### src/rtl/vectored_int_ctrl_pkg.sv
// Shared definitions for the vectored interrupt controller and the hazard control unit.
package vectored_int_ctrl_pkg;

  typedef enum logic {
    ST_IDLE = 1'b0,
    ST_REQ  = 1'b1
  } int_state_e;

  localparam int unsigned             HAZ_ST_W       = 4;
  localparam logic [HAZ_ST_W-1:0]     HAZ_SAFE_STATE = 4'd0;

  localparam int unsigned             DEF_ADDR_W     = 14;
  localparam logic [DEF_ADDR_W-1:0]   DEF_VEC_BASE   = 14'h0004;
  localparam int unsigned             DEF_VEC_STRIDE = 2;

endpackage

### src/rtl/int_prio_stack.sv
// LIFO of in-service interrupt ids; push together with pop replaces the top entry.
module int_prio_stack #(
  parameter int unsigned DEPTH = 4,
  parameter int unsigned ID_W  = 3,
  localparam int unsigned CNT_W = $clog2(DEPTH + 1)
) (
  input  logic             clock,
  input  logic             reset,
  input  logic             push,
  input  logic             pop,
  input  logic [ID_W-1:0]  push_id,
  output logic [ID_W-1:0]  top,
  output logic [CNT_W-1:0] count,
  output logic             full,
  output logic             empty
);

  localparam int unsigned IDX_W = (DEPTH > 1) ? $clog2(DEPTH) : 1;

  logic [ID_W-1:0]  mem_q [DEPTH];
  logic [CNT_W-1:0] count_q;
  logic [IDX_W-1:0] top_idx;
  logic [IDX_W-1:0] push_idx;
  logic             do_pop;

  assign empty    = (count_q == '0);
  assign full     = (count_q == CNT_W'(DEPTH));
  assign do_pop   = pop & ~empty;
  assign top_idx  = IDX_W'(count_q - CNT_W'(1));
  assign push_idx = IDX_W'(count_q);
  assign top      = empty ? '0 : mem_q[top_idx];
  assign count    = count_q;

  // Pop-then-push in one cycle collapses to overwriting the top slot.
  always_ff @(posedge clock) begin
    if (reset) begin
      count_q <= '0;
      for (int i = 0; i < DEPTH; i++) mem_q[i] <= '0;
    end else if (do_pop && push) begin
      mem_q[top_idx] <= push_id;
    end else if (do_pop) begin
      count_q <= count_q - CNT_W'(1);
    end else if (push && !full) begin
      mem_q[push_idx] <= push_id;
      count_q         <= count_q + CNT_W'(1);
    end
  end

endmodule

### src/rtl/vectored_int_ctrl.sv
// Prioritised, maskable, nestable interrupt controller presenting a vector to the hazard unit.
module vectored_int_ctrl
  import vectored_int_ctrl_pkg::*;
#(
  parameter int unsigned        NUM_SRC    = 8,
  parameter int unsigned        ADDR_W     = DEF_ADDR_W,
  parameter logic [ADDR_W-1:0]  VEC_BASE   = ADDR_W'(DEF_VEC_BASE),
  parameter int unsigned        VEC_STRIDE = DEF_VEC_STRIDE,
  parameter int unsigned        ST_W       = HAZ_ST_W,
  parameter logic [ST_W-1:0]    SAFE_STATE = ST_W'(HAZ_SAFE_STATE),
  parameter int unsigned        NEST_DEPTH = 4,
  localparam int unsigned       ID_W       = $clog2(NUM_SRC)
) (
  input  logic               clock,
  input  logic               reset,
  input  logic [NUM_SRC-1:0] irq_in,
  input  logic [NUM_SRC-1:0] edge_mode,
  input  logic [NUM_SRC-1:0] int_mask,
  input  logic               global_en,
  input  logic [ST_W-1:0]    hazard_unit_state,
  input  logic               int_ack,
  input  logic               int_return,
  output logic               interrupt,
  output logic [ADDR_W-1:0]  int_vec_addr,
  output logic [ID_W-1:0]    int_id,
  output logic [NUM_SRC-1:0] pending,
  output logic               in_service,
  output logic               stack_overflow
);

  localparam int unsigned CNT_W = $clog2(NEST_DEPTH + 1);

  int_state_e         state_q, state_d;
  logic [NUM_SRC-1:0] irq_prev_q;
  logic [NUM_SRC-1:0] pending_q, pending_d;
  logic [NUM_SRC-1:0] eligible;
  logic [ID_W-1:0]    id_q, id_d;
  logic [ID_W-1:0]    win_id;
  logic [ADDR_W-1:0]  vec_q, vec_d;
  logic               intr_q;
  logic               ovf_q, ovf_d;
  logic               any_elig;
  logic               take_ack;
  logic               stk_push, stk_pop;
  logic               stk_full, stk_empty;
  logic [ID_W-1:0]    stk_top;
  logic [CNT_W-1:0]   stk_count;

  // Edge sources latch until acked (set beats clear); level sources just follow the line.
  always_comb begin
    pending_d = '0;
    for (int i = 0; i < NUM_SRC; i++) begin
      if (edge_mode[i]) begin
        pending_d[i] = (irq_in[i] & ~irq_prev_q[i]) |
                       (pending_q[i] & ~(take_ack && (id_q == ID_W'(i))));
      end else begin
        pending_d[i] = irq_in[i];
      end
    end
  end

  // Only sources strictly higher in priority than the running handler may preempt it.
  always_comb begin
    eligible = '0;
    for (int i = 0; i < NUM_SRC; i++) begin
      eligible[i] = pending_q[i] &
                    ((i == 0) | (int_mask[i] & global_en)) &
                    (stk_empty | (ID_W'(i) < stk_top));
    end
  end

  always_comb begin
    win_id = '0;
    for (int i = NUM_SRC - 1; i >= 0; i--) begin
      if (eligible[i]) win_id = ID_W'(i);
    end
  end

  assign any_elig = |eligible;

  // Request id and vector are captured on entry to REQ and held until acked.
  always_comb begin
    state_d  = state_q;
    id_d     = id_q;
    vec_d    = vec_q;
    ovf_d    = ovf_q;
    take_ack = 1'b0;
    case (state_q)
      ST_IDLE: begin
        if (any_elig) begin
          if (stk_full && (win_id != '0)) begin
            ovf_d = 1'b1;
          end else if (hazard_unit_state == SAFE_STATE) begin
            state_d = ST_REQ;
            id_d    = win_id;
            vec_d   = VEC_BASE + ADDR_W'(win_id) * ADDR_W'(VEC_STRIDE);
          end
        end
      end
      ST_REQ: begin
        if (int_ack) begin
          take_ack = 1'b1;
          state_d  = ST_IDLE;
        end
      end
      default: state_d = ST_IDLE;
    endcase
  end

  // A full-stack ack can only be source 0, which overwrites the top via pop+push.
  assign stk_push = take_ack;
  assign stk_pop  = int_return | (take_ack & stk_full);

  int_prio_stack #(
    .DEPTH (NEST_DEPTH),
    .ID_W  (ID_W)
  ) u_stack (
    .clock   (clock),
    .reset   (reset),
    .push    (stk_push),
    .pop     (stk_pop),
    .push_id (id_q),
    .top     (stk_top),
    .count   (stk_count),
    .full    (stk_full),
    .empty   (stk_empty)
  );

  always_ff @(posedge clock) begin
    if (reset) begin
      state_q    <= ST_IDLE;
      irq_prev_q <= '0;
      pending_q  <= '0;
      id_q       <= '0;
      vec_q      <= '0;
      intr_q     <= 1'b0;
      ovf_q      <= 1'b0;
    end else begin
      state_q    <= state_d;
      irq_prev_q <= irq_in;
      pending_q  <= pending_d;
      id_q       <= id_d;
      vec_q      <= vec_d;
      intr_q     <= (state_d == ST_REQ);
      ovf_q      <= ovf_d;
    end
  end

  assign interrupt      = intr_q;
  assign int_id         = id_q;
  assign int_vec_addr   = vec_q;
  assign pending        = pending_q;
  assign stack_overflow = ovf_q;
  assign in_service     = (stk_count != '0);

endmodule

### config.mk
export PLATFORM = sky130hd
export DESIGN_NAME = vectored_int_ctrl
export DESIGN_NICKNAME = d
export VERILOG_FILES = /design/src/rtl/vectored_int_ctrl_pkg.sv /design/src/rtl/int_prio_stack.sv /design/src/rtl/vectored_int_ctrl.sv
export SDC_FILE = /design/constraint.sdc
export NUM_CORES = 1
export LEC_CHECK = 0
export ABC_AREA = 1
export BUFFER_PORTS_ARGS = -buffer_cell sky130_fd_sc_hd__buf_2
export CAP_MARGIN = 20
export CORE_UTILIZATION = 45
export CTS_BUF_LIST = sky130_fd_sc_hd__clkbuf_4
export CTS_CLUSTER_DIAMETER = 120
export DETAILED_ROUTE_END_ITERATION = 8
export GPL_TIMING_DRIVEN = 1
export PLACE_DENSITY = 0.73
export SYNTH_ARGS = -nofsm -noshare
export SYNTH_HDL_FRONTEND = slang
export SYNTH_SLANG_ARGS = --single-unit
### constraint.sdc
create_clock -name clock -period 5.39 [get_ports clock]
set_clock_uncertainty 0.05 [all_clocks]
set_input_delay 0.539 -clock clock [delete_from_list [all_inputs] [get_ports clock]]
set_output_delay 0.539 -clock clock [all_outputs]
set_load 0.01 [all_outputs]
==> Yosys cells after proc, flatten, opt, wreduce, memory -nomap -nowiden <==
Memory sizes are Yosys's and may differ from the RTL's.
Index checks and enable logic that the tools add are counted.
Widths: inputs -> output; s select.
{ "totals": {"inputBits": 33, "ramBits": 12, "ff_bits": 38, "elab_cells": 170, "output_inout_bits": 28, "memories": 1} }
{ "mem_list": {"columns": ["memory", "words", "word_bits", "read_ports", "rd_ports_with_merged_regs", "wr", "line", "text"], "rows": [
  ["u_stack.mem_q", 4, 3, 1, 0, 4, "int_prio_stack.sv:20", "logic [ID_W-1:0] mem_q [DEPTH];"]
]} }
{ "op_classes": {"order_cmp": 8, "mux": 42, "eq_ne": 8, "n_bitwise": 77, "addsub": 3, "reduce_logical": 24} }
{ "op_table": {"columns": ["cell", "n"], "rows": [
  ["$and 1x1->1", 40],
  ["$mux 3", 13],
  ["$mux 1", 26],
  ["$not 1->1", 20],
  ["$or 1x1->1", 17],
  ["$eq 3x3->1 const B", 5],
  ["$lt 3x3->1 const A", 4],
  ["$logic_and 1x1->1", 11],
  ["$reduce_or 8->1", 1],
  ["$eq 3x2->1 const B", 2],
  ["$logic_not 3->1", 2],
  ["$lt 1x3->1 const A", 2],
  ["$lt 2x3->1 const A", 2],
  ["$reduce_bool 3->1", 2],
  ["$reduce_or 3->1", 2],
  ["$add 3x4->5 const A", 1],
  ["$logic_not 4->1", 1],
  ["$mux 2", 2],
  ["$reduce_and 4->1", 1],
  ["$add 3x1->3 const B", 1],
  ["$eq 3x1->1 const B", 1],
  ["$reduce_and 3->1", 1],
  ["$sub 3x1->3 const B", 1],
  ["$pmux 1 s2", 1],
  ["3 further kinds", 3]
]} }

==> Depth between registers and ports, before layout <==
Gate-level depths: netlist of run 1.
An unclocked memory read counts as a cell.
{ "logic_depth": {"depth_word": 19, "depth_mapped": 22, "ltp_nobuf": 20} }

==> Hierarchy <==
Synthesis of run 1 repeated with hierarchy kept, for this count alone.
{ "unflattened": {"hier_cells": 293, "area_unflattened_um2": 2212.1} }
{ "by_module_without_submodules": {"columns": ["mod", "cells_per_inst", "n_inst", "area_each_um2"], "rows": [
  ["vectored_int_ctrl", 185, 1, 1288.7],
  ["int_prio_stack", 108, 1, 923.4]
]} }

==> Worst setup path after synthesis of run 1 <==
Ideal clock, no wire load.
{ "synth_path": {"path_kind": "register to register", "start": "register u_stack.count_q[0] (netlist: u_stack.count[0])", "end": "register vec_q[3] (netlist: int_vec_addr[3])", "setup_slack_ps": 2886, "required_time_ps": 5207, "n_path_buf": 2, "arrival_ps": 2321, "stages_incl_launch_ff": 20, "path_cell_list": "dfxtp_1 > inv_2 > buf_6 > ha_1 > buf_4 > inv_1 > nand3_1 > nand2_2 > nand2_4 > nand2_2 > inv_2 > nand2_1 > nand2_1 > nand2_1 > nand2_1 > nand2_2 > inv_1 > ha_1 > nand3_1 > a21oi_2"} }
{ "synth_between": {"elab_chain_len": 18, "elab_cells_between_ends": 43} }
{ "synth_lines": {"columns": ["element", "line", "text"], "rows": [
  ["start, declared", "int_prio_stack.sv:21", "logic [CNT_W-1:0] count_q;"],
  ["start signal, assigned", "int_prio_stack.sv:42", "count_q <= count_q - CNT_W'(1);"],
  ["start signal, assigned", "int_prio_stack.sv:45", "count_q <= count_q + CNT_W'(1);"],
  ["$sub 3x1->3", "int_prio_stack.sv:29", "assign top_idx = IDX_W'(count_q - CNT_W'(1));"],
  ["$mem_v2 4x3", null, null],
  ["$mux 3", "int_prio_stack.sv:31", "assign top = empty ? '0 : mem_q[top_idx];"],
  ["$lt 3x3->1", "vectored_int_ctrl.sv:68", "(stk_empty | (ID_W'(i) < stk_top));"],
  ["$or 1x1->1", "vectored_int_ctrl.sv:68", null],
  ["$and 1x1->1", "vectored_int_ctrl.sv:67", "((i == 0) | (int_mask[i] & global_en)) &"],
  ["$mux 3 (7 in a row)", "vectored_int_ctrl.sv:75", "if (eligible[i]) win_id = ID_W'(i);"],
  ["$mux 3 (*)", "vectored_int_ctrl.sv:75", null],
  ["named net win_id[1]", "vectored_int_ctrl.sv:38", "logic [ID_W-1:0] win_id;"],
  ["branches (longest 4 deep; another with $add 3x4->5)", null, null],
  ["end signal, assigned", "vectored_int_ctrl.sv:143", "vec_q <= vec_d;"],
  ["end, declared", "vectored_int_ctrl.sv:39", "logic [ADDR_W-1:0] vec_q, vec_d;"]
]} }
Mark *: on every way through the listed nets, which the timed path passes.
A chain may end at the register's enable or synchronous reset.

==> Worst setup path after layout of run 1 <==
{ "layout_path": {"start": "register u_stack.count_q[0] (netlist: u_stack.count[0])", "end": "register vec_q[2] (netlist: int_vec_addr[2])"} }
{ "layout_between": {"elab_chain_len": 18, "elab_cells_between_ends": 43} }
{ "layout_lines": {"columns": ["element"], "rows": [
  ["branches (longest 18 deep; another with $sub 3x1->3)"]
]} }
Parallel ways; which one is timed is not known.

==> results.toml, run 1 <==
[synth]
synth_area_leader_cell = "dfxtp_1"
synth.yosys.seq_area_share_pct = 40.0
synth_area_um2 = 2250
synth_cell_type_count = 32
ys_top_cells_by_area = "dfxtp_1 (24%), edfxtp_1 (16%), nand2_1 (14%)"
syn_inst = 305
synth.avg_cell_area_um2 = 7.38
ys_ff_latch = 39
yosysWarnings = 0
netlist.area_leader.share_pct = 24.0

[route]
drc_errors = 0
wl_met1_um = 2160
vias = 1986
routed_wl_um = 4660
wl_met2_um = 2170
drt_iter0_markers = 64
firstDrtPassIters = 5
drt-vias-per-instance = 4.71
post_drt_wl_per_cell_um = 11.1
top_layer = "met4"
ant_nets = 0
dr_wl_met3_um = 263

[clock_tree]
cts_hold_buf = 0
h-tree-depth = 2
cts.sinks = 39
clockRootBuffer = "clkbuf_4"
clk_pin_slew_worst_paths_ns = 0.12
clk_latency_ns = 0.35
post_cts_buffers = 0
post_cts_resized = 0
cts_max_path_buffers = 2
cts_tree = "built"
cts_buffers = 5

[worst_setup_path]
rr_endpoint = "int_vec_addr[2]$_SDFFE_PP0P_"
crit_type = "reg2reg"
r2r-start = "u_stack.count[0]$_SDFFE_PP0P_"
rrSetupSlack_ns = 2.38
cp-start-kind = "register"
worstPathMaxFanout = 12
critPathCaptureType = "register"
arrival_ns = 3.18
r2r_cells = 19
worst_ep_required_time_ns = 5.56

[layout]
nets = 391
area_growth_pct = 13.7
fill_cells = 477
drive_above_1_share_pct = 28.5
antennaDiodeCount = 0

[worst_hold_path]
hold_path_end = "irq_prev_q[4]$_SDFF_PP0_"
min_path_cells = 3
min_path_type = "in2reg"
min_from = "irq_in[4]"

[die]
fp.dieH_um = 72.7
core_um2 = 4750
chipWidth_um = 72.7
fp-row-count = 25
initial_core_util_pct = 47.4
fp.dieArea_um2 = 5290
ioPinCount = 61

[timing]
post-route-period-util_pct = 55.9
holdWs_ns = 0.353
maxSlewViolCount = 0
period_needed_ns = 3.01
fin_setup_tns_ns = 0
fmax_mhz = 332
setup_violations = 0
hold_viol = 0
rsz0062_at_grt = "false"

[power]
power_density_nw_per_um2 = 273
ir_worst_vdd_v = 0.000189
cellLeakagePower_nw = 1.27

[global_routing]
grt_pass1_vias = 1758
grt_pass1_wl_um = 7770
antenna_found_initial = 0
grt_max_degree = 28
grt-ovfl-total = 0
grtUsageTotal_pct = 19.0

[outcome]
status = "finished, final reports clean"

[flow_run]
cap_violations = 0

[place]
numPortBuffers = 49
hpwl_um = 3740
gp_congestion = 0.752
[Yosys cell counts (all sizes together)]
cell	instances
nand2	103
inv	43
nor2	40
dfxtp	27
nand3	16
o21ai	15
buf	13
edfxtp	12
a21oi	8
o211ai	8
ha	4
nor3	4
clkbuf	3
a21o	1
a311oi	1
and3	1
conb	1
nor4	1
o21a	1
o21bai	1
or2	1
or4	1
[report_power, final]
part	leakage, nW	internal, mW	total, mW	switching [mW]
registers	0.346	0.321	0.335	0.0141
logic	0.884	0.0712	0.211	0.140
clock network	0.0361	0.0610	0.154	0.0930
[sequential cells by signal, indices dropped and copies added, names as in the netlist]
register        cells
interrupt           1
stack_overflow      1
pending             8
irq_prev_q          8
int_vec_addr        3
u_stack.mem_q      12
int_id              3
u_stack.count       3
[cell usage in the layout, fill, tap and decap left out, drive strengths merged]
| cell | Yosys | final |
|---|---|---|
| dfxtp | 27 | 27 |
| o21ai | 15 | 15 |
| inv | 43 | 43 |
| a311oi | 1 | 1 |
| o211ai | 8 | 8 |
| nand3 | 16 | 16 |
| nor2 | 40 | 40 |
| clkbuf | 3 | 7 |
| ha | 4 | 4 |
| clkinv | 0 | 1 |
| and3 | 1 | 1 |
| o21bai | 1 | 1 |
| nor3 | 4 | 4 |
| nor4 | 1 | 1 |
| or2 | 1 | 1 |
| edfxtp | 12 | 12 |
| or4 | 1 | 1 |
| o21a | 1 | 1 |
| a21oi | 8 | 8 |
| a21o | 1 | 1 |
| conb | 1 | 10 |
| nand2 | 103 | 103 |
| buf | 13 | 49 |
[worst max-delay path by stage]
stage,startpoint,to,cells after the start
global route,u_stack.count[0]$_SDFFE_PP0P_,int_vec_addr[2]$_SDFFE_PP0P_,19
CTS,u_stack.count[0]$_SDFFE_PP0P_,int_vec_addr[2]$_SDFFE_PP0P_,19
floorplan,u_stack.count[0]$_SDFFE_PP0P_,int_vec_addr[3]$_SDFFE_PP0P_,19
finish,u_stack.count[0]$_SDFFE_PP0P_,int_vec_addr[2]$_SDFFE_PP0P_,19
detailed placement,u_stack.count[0]$_SDFFE_PP0P_,int_vec_addr[2]$_SDFFE_PP0P_,19
global placement,u_stack.count[0]$_SDFFE_PP0P_,int_vec_addr[3]$_SDFFE_PP0P_,16
[per-layer routing]
| layer | vias up | track usage, % |
|---|---|---|
| li1 | 1038 | - |
| met1 | 888 | 25.0 |
| met2 | 55 | 31.3 |
| met3 | 5 | 3.73 |
| met4 | 0 | 6.54 |
| met5 | - | 0 |
[worst max-delay path: stages, from the launching register on]
cell and delay (ns):
dfxtp_1 0.53, inv_2 0.21, ha_1 0.52, inv_1 0.22
nand3_1 0.14, nand2_2 0.07, nand2_4 0.10, nand2_1 0.07
nor2_2 0.19, inv_2 0.04, nand2_1 0.07, nand2_1 0.05
nand2_1 0.05, nand2_1 0.04, nand2_1 0.12, nand2_2 0.08
nand2_4 0.12, nand2_4 0.09, nand2_2 0.07, a21oi_2 0.05
[cell type report]
type / count / area [um2] / area share (%)
Clock buffer: 7 / 52.6 / 2.05
Inverter: 43 / 161 / 6.30
Sequential cell: 39 / 901 / 35.2
Timing Repair Buffer: 49 / 245 / 9.58
Clock inverter: 1 / 5.00 / 0.196
Tap cell: 67 / 83.8 / 3.27
Multi-Input combinational cell: 216 / 1110 / 43.4
[stage by stage]
step                util (%)  worst slack [ns]  power [mW]  cell area (um2)  instances
floorplan                  -              2.89       0.508             2290        314
global placement        52.6              2.46       0.548             2500        414
detailed placement      52.6              2.40       0.553             2500        414
CTS                     53.8              2.38       0.705             2560        422
global route            53.8              2.09       0.745             2560        422
finish                  53.8              2.38       0.700             2560        422
[cells by family (layout without fill, tap and decap cells)]
kind of cell	after synthesis	count (layout)	share of synthesized area, %
and+or+nand+nor	167	167	35.1
other	1	10	0.167
AOI/OAI and AO/OA	35	35	10.3
adders and majority gates	4	4	2.22
DFF	39	39	40.0
buffers and inverters	59	100	12.2
(Power assumes the default switching activity.)
==> inputs of run 2 (changes only) <==
--- a/config.mk
+++ b/config.mk
@@ -5,7 +5,7 @@
 export SDC_FILE = /design/constraint.sdc
 export NUM_CORES = 1
 export LEC_CHECK = 0
-export ABC_AREA = 1
+export ABC_AREA = 0
 export BUFFER_PORTS_ARGS = -buffer_cell sky130_fd_sc_hd__buf_2
 export CAP_MARGIN = 20
 export CORE_UTILIZATION = 45
@@ -13,7 +13,7 @@
 export CTS_CLUSTER_DIAMETER = 120
 export DETAILED_ROUTE_END_ITERATION = 8
 export GPL_TIMING_DRIVEN = 1
-export PLACE_DENSITY = 0.73
+export PLACE_DENSITY = 0.76
 export SYNTH_ARGS = -nofsm -noshare
 export SYNTH_HDL_FRONTEND = slang
 export SYNTH_SLANG_ARGS = --single-unit
==> constraint.sdc (replaced) <==
create_clock -name clock -period 2.66 [get_ports clock]
set_clock_uncertainty 0.05 [all_clocks]
set_input_delay 0.266 -clock clock [delete_from_list [all_inputs] [get_ports clock]]
set_output_delay 0.266 -clock clock [all_outputs]
set_load 0.01 [all_outputs]
==> run 2 against run 1 <==
Net effect:
- the run now ends with setup timing left
- clock-buffer cell count is 2 lower
- clock power grew to 2.7 times the previous value
- combinational power grew to 5.0 times the previous value
- flip-flop and latch count is the same
- non-clock buffer count up 25
- hold slack worse by 0.25 ns
- cell count shrank 9.0%
- sequential share of layout area down 3.6 points
- synthesized cell count down 20%
- synthesized area decreased by 1.6%
- first-iteration DRC count rose by 100%
- wire length up 15%
- largest cell class unchanged
- highest routed layer unchanged
==> results.toml, run 2 <==
[clock_tree]
cts_buffers = 5
cts_max_path_buffers = 2
h-tree-depth = 2
cts.sinks = 39
clk_pin_slew_worst_paths_ns = 0.13
cts_tree = "built"
clockRootBuffer = "clkbuf_4"
clk_latency_ns = 0.36

[layout]
utilization_pct = 60.6
largest_reg_flops = 12
drive_above_1_share_pct = 33.4
postLayoutCellArea_um2 = 2860
nets = 353
multi_input_area_um2 = 1290
fill_cells = 415
layout_commonest_cell = "buf_2"
final_cell_mix = "buf_2 (49), nand2_1 (36), dfxtp_1 (26)"
ff_latch_area_um2 = 905
antennaDiodeCount = 0
instances_no_fill = 384
area_growth_pct = 29.1
regMostFlops = "u_stack.mem_q"

[route]
drt_iter0_markers = 128
firstDrtPassIters = 4
vias = 2045
ant_nets = 0
routed_wl_um = 5380
drt-vias-per-instance = 5.33
drc_errors = 0
post_drt_wl_per_cell_um = 14.0

[power]
p_int_mw = 1.35
p_sw_share_pct = 37.7
p_switching_mw = 0.815
power.total_mw = 2.16
combPwrFrac_pct = 48.9
cellLeakagePower_nw = 1.20
ir_worst_vdd_v = 0.000384
power_density_nw_per_um2 = 756
p_seq_share_pct = 31.9
p_clk_share_pct = 19.2

[outcome]
status = "finished, violations left"
violations = "setup timing"

[die]
fp.dieArea_um2 = 5210
fp.dieH_um = 72.2
initial_core_util_pct = 46.9
core_um2 = 4720
fp-row-count = 25
ioPinCount = 61
chipWidth_um = 72.2

[flow_run]
cap_violations = 0

[worst_hold_path]
min_path_type = "in2reg"

[synth]
synth_edf_count = 12
netlist.area_leader.share_pct = 24.4
yosys-top-cells-count = "nand2_1 (36), dfxtp_1 (27), nor2_1 (19)"
synthFlopType = "dfxtp_1"
syn_inst = 245
synth.yosys.seq_area_share_pct = 40.6
synth.avg_cell_area_um2 = 9.05
ys_ff_latch = 39
synth_area_leader_cell = "dfxtp_1"
synth.most_common_cell = "nand2_1"
synth_area_um2 = 2220
yosysWarnings = 0
ys_top_cells_by_area = "dfxtp_1 (24%), edfxtp_1 (16%), nand2_1 (6.1%)"
async_flop_share_pct = 0
synth_cell_type_count = 50

[place]
dp_cells = 369
hpwl_um = 3890
numPortBuffers = 49
placed_area_um2 = 2630
place_ws_ns = -0.0986
gp_congestion = 0.846

[global_routing]
grt_pass1_vias = 1998
grt_max_degree = 42
grtUsageTotal_pct = 22.7
antenna_found_initial = 0
grt-ovfl-total = 0
grt_pass1_wl_um = 9070

[timing]
period_needed_ns = 2.73
setup_ws_ns = -0.0725
setup_violations = 5
post-route-period-util_pct = 103
maxSlewViolCount = 0
max_slew_margin_pct = 54.9
hold_viol = 0
tightest_slew_ns = 0.676
rsz0062_at_grt = "true"
fmax_mhz = 366

[worst_setup_path]
worstPathMaxFanout = 6
cp-start-kind = "register"
arrival_ns = 2.95
critPathCaptureType = "register"
crit_type = "reg2reg"
worst_ep_required_time_ns = 2.87
==> run 2: cell types whose count changed after synthesis, sizes merged, moves of 11 or more <==
| cell | previous run | this run |
|---|---|---|
| o21ai | 15 | 3 |
| inv | 43 | 6 |
| nor2b | 0 | 13 |
| nor2 | 40 | 19 |
| nor3 | 4 | 15 |
| nand2 | 103 | 36 |
==> run 2: power groups by stage <==
| stage | Sequential [mW] | Clock (mW) | Combinational, mW |
|---|---|---|---|
| after floorplan | 0.695 | 0 | 0.592 |
| after CTS | 0.690 | 0.418 | 0.962 |
| after global placement | 0.701 | 0 | 0.837 |
| final | 0.691 | 0.415 | 1.06 |
| after global routing | 0.696 | 0.439 | 1.14 |
| after detailed placement | 0.703 | 0 | 0.864 |
==> run 2: per-layer routing <==
layer  vias to the layer above  GRT usage [%]  routed length, um  part of all wire (%)
met5                         -              0                  0                     0
met4                         0           7.84                 72                   1.3
met3                         8           4.44                229                   4.3
met2                        61           38.5               2690                    50
met1                       968           29.0               2390                    44
li1                       1008              -                  -                     -
==> run 2: critical path, stage by stage, from the launching register on <==
cell and delay, ns:
dfxtp_4 0.42, inv_4 0.05, ha_4 0.28, mux4_2 0.41, or2_4 0.29, a311o_1 0.40
a211oi_4 0.31, nor4_4 0.12, mux2_4 0.31
==> run 2: area by class of cell <==
type | instances | share of cell area [%]
repair buffers | 74 | 16.5
inverters | 6 | 0.875
clock inverters | 3 | 1.49
multi-input cells | 190 | 45.3
clock buffers | 5 | 1.31
flip-flops and latches | 39 | 31.6
well taps | 67 | 2.93
==> run 2: kinds of logic (layout without fill, tap and decap cells) <==
family          count (synthesis)  count (layout)  synth area share [%]
buf+inv                        25              88                  6.49
other cells                     1              10                 0.169
simple gates                  114             114                  25.8
mux                             8               8                  5.93
fa+ha+maj                       4               4                  2.26
flops                          39              39                  40.6
compound gates                 53              53                  18.3
xor+xnor                        1               1                 0.395
==> run 2: what timing repair did <==
action                                  4_1_cts  5_1_grt
gates resized for setup                       7       11
endpoints found under the setup margin        8        8
setup buffers                                 4        3
pin swaps                                     4       11
hold buffers                                  0        0
hold endpoints to repair                      0        0
==> run 2: path summary, 6_finish.rpt <==
kind         depth (start not counted)                     endpoint  slack (ns)                          start
max                                  8       int_id[1]$_SDFFE_PP0P_       -0.07  u_stack.count[0]$_SDFFE_PP0P_
min                                  2     irq_prev_q[1]$_SDFF_PP0_        0.11                      irq_in[1]
max reg2reg                          8       int_id[1]$_SDFFE_PP0P_       -0.07  u_stack.count[0]$_SDFFE_PP0P_
min reg2reg                          2  stack_overflow$_SDFFE_PP0P_        0.42    stack_overflow$_SDFFE_PP0P_
==> run 2: metrics by stage <==
stage          hold WS [ns]  TNS [ns]
2_1_floorplan         0.363    -0.270
3_3_place_gp          0.397   -0.0644
3_5_place_dp          0.404    -0.514
4_1_cts              0.0996    -0.246
5_1_grt               0.107    -0.645
6_report              0.106    -0.231
